===== src/rtl/mux_3x3_pkg.sv =====
// Shared constants for the 3-channel selector: select encodings and default data width.
package mux_3x3_pkg;

    // Default data width of every channel and result.
    localparam int unsigned DEFAULT_WIDTH = 3;

    // Channel select encodings.
    localparam logic [1:0] SEL_CH0 = 2'b00;
    localparam logic [1:0] SEL_CH1 = 2'b01;
    localparam logic [1:0] SEL_CH2 = 2'b10;
    localparam logic [1:0] SEL_INV = 2'b11;

    // True when the select code names no channel.
    function automatic logic sel_is_invalid(input logic [1:0] sel);
        return (sel == SEL_INV);
    endfunction

endpackage


===== src/rtl/mux_3x3_if.sv =====
// Bundle of the selector's data/select inputs and its combinational and registered outputs.
interface mux_3x3_if
    import mux_3x3_pkg::*;
#(
    parameter int unsigned WIDTH = DEFAULT_WIDTH
) ();

    logic [WIDTH-1:0] entrada0;
    logic [WIDTH-1:0] entrada1;
    logic [WIDTH-1:0] entrada2;
    logic [1:0]       controle;
    logic [WIDTH-1:0] resultado;
    logic [WIDTH-1:0] resultado_reg;
    logic             invalido;
    logic             erro_sticky;

    // Driver side: supplies channels and select, observes results.
    modport master (
        output entrada0,
        output entrada1,
        output entrada2,
        output controle,
        input  resultado,
        input  resultado_reg,
        input  invalido,
        input  erro_sticky
    );

    // Selector side.
    modport slave (
        input  entrada0,
        input  entrada1,
        input  entrada2,
        input  controle,
        output resultado,
        output resultado_reg,
        output invalido,
        output erro_sticky
    );

endinterface


===== src/rtl/mux3_comb.sv =====
// Purely combinational 3:1 selector; the unused select code yields zero data and flags invalid.
module mux3_comb
    import mux_3x3_pkg::*;
#(
    parameter int unsigned WIDTH = DEFAULT_WIDTH
) (
    input  logic [WIDTH-1:0] i_entrada0,
    input  logic [WIDTH-1:0] i_entrada1,
    input  logic [WIDTH-1:0] i_entrada2,
    input  logic [1:0]       i_controle,
    output logic [WIDTH-1:0] o_resultado,
    output logic             o_invalido
);

    // Route the selected channel; an unknown select is left to propagate X in simulation.
    always_comb begin
        o_resultado = '0;
        case (i_controle)
            SEL_CH0: o_resultado = i_entrada0;
            SEL_CH1: o_resultado = i_entrada1;
            SEL_CH2: o_resultado = i_entrada2;
            SEL_INV: o_resultado = '0;
            default: o_resultado = {WIDTH{1'bx}};
        endcase
    end

    assign o_invalido = sel_is_invalid(i_controle);

endmodule


===== src/rtl/mux_3x3.sv =====
// 3-channel selector with a registered copy of the result and a sticky invalid-select flag.
module mux_3x3
    import mux_3x3_pkg::*;
#(
    parameter int unsigned WIDTH = DEFAULT_WIDTH
) (
    input  logic      i_clock,
    input  logic      i_reset_n,
    mux_3x3_if.slave  io_bus
);

    logic [WIDTH-1:0] w_resultado;
    logic             w_invalido;
    logic [WIDTH-1:0] r_resultado_reg;
    logic             r_erro_sticky;

    mux3_comb #(
        .WIDTH (WIDTH)
    ) u_mux3_comb (
        .i_entrada0  (io_bus.entrada0),
        .i_entrada1  (io_bus.entrada1),
        .i_entrada2  (io_bus.entrada2),
        .i_controle  (io_bus.controle),
        .o_resultado (w_resultado),
        .o_invalido  (w_invalido)
    );

    // Capture the selected data every edge; reset clears it immediately.
    always_ff @(posedge i_clock or negedge i_reset_n) begin
        if (!i_reset_n) begin
            r_resultado_reg <= '0;
        end else begin
            r_resultado_reg <= w_resultado;
        end
    end

    // Remember any edge that saw the invalid select; only reset clears it.
    always_ff @(posedge i_clock or negedge i_reset_n) begin
        if (!i_reset_n) begin
            r_erro_sticky <= 1'b0;
        end else if (w_invalido) begin
            r_erro_sticky <= 1'b1;
        end
    end

    assign io_bus.resultado     = w_resultado;
    assign io_bus.invalido      = w_invalido;
    assign io_bus.resultado_reg = r_resultado_reg;
    assign io_bus.erro_sticky   = r_erro_sticky;

endmodule


===== src/flat_wrapper.sv =====
// flat-port wrapper written by rule: the top's interface ports become plain ports
module mux_3x3_flat import mux_3x3_pkg::*;
#(
    parameter int unsigned WIDTH = DEFAULT_WIDTH
)
  (i_clock, i_reset_n, io_bus_entrada0, io_bus_entrada1, io_bus_entrada2, io_bus_controle, io_bus_resultado, io_bus_resultado_reg, io_bus_invalido, io_bus_erro_sticky);
  mux_3x3_if #(.WIDTH(WIDTH)) io_bus_i ();
  input  logic i_clock;
  input  logic i_reset_n;
  input wire logic [$bits(io_bus_i.entrada0)-1:0] io_bus_entrada0;
  input wire logic [$bits(io_bus_i.entrada1)-1:0] io_bus_entrada1;
  input wire logic [$bits(io_bus_i.entrada2)-1:0] io_bus_entrada2;
  input wire logic [$bits(io_bus_i.controle)-1:0] io_bus_controle;
  output wire logic [$bits(io_bus_i.resultado)-1:0] io_bus_resultado;
  output wire logic [$bits(io_bus_i.resultado_reg)-1:0] io_bus_resultado_reg;
  output wire logic [$bits(io_bus_i.invalido)-1:0] io_bus_invalido;
  output wire logic [$bits(io_bus_i.erro_sticky)-1:0] io_bus_erro_sticky;
  assign io_bus_i.entrada0 = io_bus_entrada0;
  assign io_bus_i.entrada1 = io_bus_entrada1;
  assign io_bus_i.entrada2 = io_bus_entrada2;
  assign io_bus_i.controle = io_bus_controle;
  assign io_bus_resultado = io_bus_i.resultado;
  assign io_bus_resultado_reg = io_bus_i.resultado_reg;
  assign io_bus_invalido = io_bus_i.invalido;
  assign io_bus_erro_sticky = io_bus_i.erro_sticky;
  mux_3x3 #(.WIDTH(WIDTH)) u_core (.i_clock(i_clock), .i_reset_n(i_reset_n), .io_bus(io_bus_i));
endmodule

===== config.mk =====
export PLATFORM = sky130hd
export DESIGN_NAME = mux_3x3_flat
export DESIGN_NICKNAME = d
export VERILOG_FILES = /design/src/rtl/mux_3x3_pkg.sv /design/src/rtl/mux_3x3_if.sv /design/src/rtl/mux3_comb.sv /design/src/rtl/mux_3x3.sv /design/src/flat_wrapper.sv
export SDC_FILE = /design/constraint.sdc
export NUM_CORES = 1
export LEC_CHECK = 0
export CORE_AREA = 5 5 42 44
export DETAILED_ROUTE_END_ITERATION = 6
export DIE_AREA = 0 0 47 49
export PLACE_DENSITY_LB_ADDON = 0.15
export SLEW_MARGIN = 20
export SYNTH_ARGS = -nofsm -noshare
export SYNTH_HDL_FRONTEND = slang
export SYNTH_SLANG_ARGS = --single-unit

===== constraint.sdc =====
create_clock -name i_clock -period 1.1 [get_ports i_clock]
set_clock_uncertainty 0.15 [all_clocks]
set_input_delay 0.165 -clock i_clock [delete_from_list [all_inputs] [get_ports i_clock]]
set_output_delay 0.165 -clock i_clock [all_outputs]
set_load 0.02 [all_outputs]

==> flow_summary_export.csv, run 1 <==
group,metric,value,unit
logic_synthesis,synth_top_family_by_area,"multiplexers",
run_status,status,"finished with violations",
power_and_ir_drop,finalPower,0.000523,W
clock_network,clock-sinks,4,
sta,post-route-min-period,1.10,ns
sta,final-max-slew-violation-count,0,
die,die_h,49,um
logic_synthesis,yosys_warnings,0,
sta,tns,-0.00150,ns
critical_path,required,0.78,ns
grt,grt_pass1_wl,979,um
logic_synthesis,synthesis.nets,26,
logic_synthesis,synth-simple-area-share,0.107,
critical_path,r2r_start,"u_core.io_bus.erro_sticky",
clock_network,clock-root-buffer,"clkbuf_4",
sta,rsz0062_at_grt,"true",
sta,maxSlewHeadroom,0.845,
logic_synthesis,yosysSeqAreaShare,0.571,
cells_and_area,final_area,533,um2
min_path,worstHoldPathCells,3,
sta,fmax,908,MHz
die,die_area,2300,um2
grt,grt_overflow,0,
critical_path,worstSetupStartpointType,"primary input",
sta,final-hold-violation-count,0,
critical_path,worstSetupPathType,"in -> out",
logic_synthesis,synth.most_common_cell,"dfrtp_1",
sta,fin_crit_sh,1.00,
cells_and_area,antenna_cells,0,
clock_network,cts_htree_levels,1,
logic_synthesis,yosys.area_share.xor_xnor,0,
logic_synthesis,synth-edff-count,0,
job,drv_cap,0,
power_and_ir_drop,p_per_area,981,nW/um2
logic_synthesis,synth_top_flop_cell,"dfrtp_1",
place,dpl_cell_area,425,um2
clock_network,clockBufferDepth,2,
critical_path,reg2reg_to,"u_core.io_bus.erro_sticky",
logic_synthesis,syn_area_per_cell,13.5,um2
min_path,hp-class,"in -> reg",
die,dieWidth,47,um
run_status,violations,"negative setup slack",
place,gp_congestion,0.623,
cells_and_area,largest_register_ffs,3,
route,totalWireLength,681,um
die,core-area,1400,um2
critical_path,reg2reg_depth,2,
sta,setup_viol,1,
route,route.detailed.drc,0,
critical_path,path_max_fanout,5,
die,io_pins,21,
cells_and_area,nNetsFinal,57,
route,antenna_left,0,
place,portBuffers,20,
critical_path,endpoint_kind,"output port",
die,rows,14,
min_path,whs_endpoint,"u_core.io_bus.erro_sticky",
power_and_ir_drop,p_leak,0.234,nW
clock_network,numCtsBuffers,3,
logic_synthesis,synthArstFlopShare,1.00,
logic_synthesis,synth_commonest_cells,"dfrtp_1, mux2i_1, o2bb2ai_1",
grt,grt_pass1_vias,219,
route,dr.pass1.iters,1,
grt,grt_usage,0.0643,
grt,grt_antenna_before_repair,0,
critical_path,rrSetupSlack,0.13,ns
logic_synthesis,ys_ff_latch,4,
logic_synthesis,syn-instance-count,13,
logic_synthesis,syn_area,175,um2
logic_synthesis,synth_compound_area_frac,0.150,
route,viasPerCell,3.76,
cells_and_area,finish.utilization,0.380,
min_path,min-delay-start,"io_bus_controle[1]",
logic_synthesis,yosys.area_share.adder,0,
route,drt_iter0_drc,0,
cells_and_area,syn2layout_area_growth,204,%
route,vias,218,
clock_network,clkTransAtPathRegs,0.04,ns
cells_and_area,drive_gt1_frac,0.619,
grt,grt_max_degree,6,
route,wl_per_cell,11.7,um
sta,fin_ws,-0.00150,ns
logic_synthesis,synth_top_area_frac,0.571,
sta,whs,0.146,ns
clock_network,cts_tree,"done",
sta,worst_pin_slew,0.227,ns
die,floorplan.initialDensity,0.125,
critical_path,crit_arrival,0.79,ns
logic_synthesis,synth_top_area_cell,"dfrtp_1",
clock_network,clk-insertion-delay-late,0.23,ns
logic_synthesis,synth_area_leaders,"dfrtp_1, mux2i_1, o2bb2ai_1, and2_1, nor2b_1",
power_and_ir_drop,ir_worst_vdd,324,uV
logic_synthesis,synthMuxAreaShare,0.171,
logic_synthesis,synth_cell_type_count,6,
-- what timing repair did --
item	4_1_cts	5_1_grt
hold endpoints to repair	4	0
endpoints found under the setup margin	12	4
resized for setup	78	4
setup buffers	0	1
hold buffers	1	0
pin swaps	3	2
-- logic make-up (layout without fill, tap and decap cells) --
logic type,after synthesis,in the layout
multiplexers,3,3
flip-flops,4,4
buffers and inverters,0,29
AND/OR/NAND/NOR,3,3
AO/OA/AOI/OAI,3,3
-- metal layers --
| metal | global-route usage | share of wire | vias to the layer above |
|---|---|---|---|
| met5 | 0 | 0 | - |
| met4 | 0.0553 | 0 | 0 |
| met3 | 0.0295 | 0.17 | 0 |
| met2 | 0.0928 | 0.51 | 17 |
| met1 | 0.0667 | 0.32 | 94 |
| li1 | - | - | 107 |
-- stage by stage --
step / setup WS, ns / instances
floorplan: 0.130 / 13
global placement: -0.954 / 53
detailed placement: -0.959 / 53
CTS: 0.00369 / 57
global route: -0.0312 / 58
finish: -0.00150 / 58
-- critical path, stage by stage --
cell	delay, ns
buf_12	0.11
nor2b_4	0.21
o2bb2ai_4	0.16
buf_6	0.14
-- layout by cell type (no fill, tap or decap), types with 2 or more instances in the layout --
cell / instances
clkbuf_4: 3
buf_4: 6
buf_6: 4
buf_2: 5
dfrtp_1: 4
mux2i_2: 2
dlygate4sd2_1: 3
clkdlybuf4s15_1: 5
o2bb2ai_4: 3
-- how the worst max path moves through the flow --
stage | from | to
final | io_bus_controle[1] | io_bus_resultado[2]
after global routing | io_bus_controle[1] | io_bus_resultado[2]
after CTS | io_bus_controle[1] | io_bus_resultado[1]
after detailed placement | io_bus_controle[1] | io_bus_resultado[2]
after global placement | io_bus_controle[1] | io_bus_resultado[2]
after floorplan | io_bus_controle[1] | u_core.io_bus.resultado_reg[0]
-- final cells by class --
| cell class | instances | area (um2) |
|---|---|---|
| fill | 151 | 868 |
| sequential | 4 | 100 |
| clock buffer | 3 | 22.5 |
| tap | 16 | 20.0 |
| multi-input combinational | 9 | 159 |
| timing repair buffer | 26 | 231 |
-- report_power, final --
| group | internal (W) | switching, W | leakage (nW) |
|---|---|---|---|
| logic | 0.000103 | 0.0000832 | 0.174 |
| registers | 0.000157 | 0.00000201 | 0.0461 |
| clock network | 0.000122 | 0.0000552 | 0.0138 |
(Power assumes the default switching activity.)
==> run 2: changes to the inputs <==
Settings changed: SLEW_MARGIN 20 to default.
==> results of run 2 <==
Same layout as run 1: the final DEF is identical, and so are final timing and power.
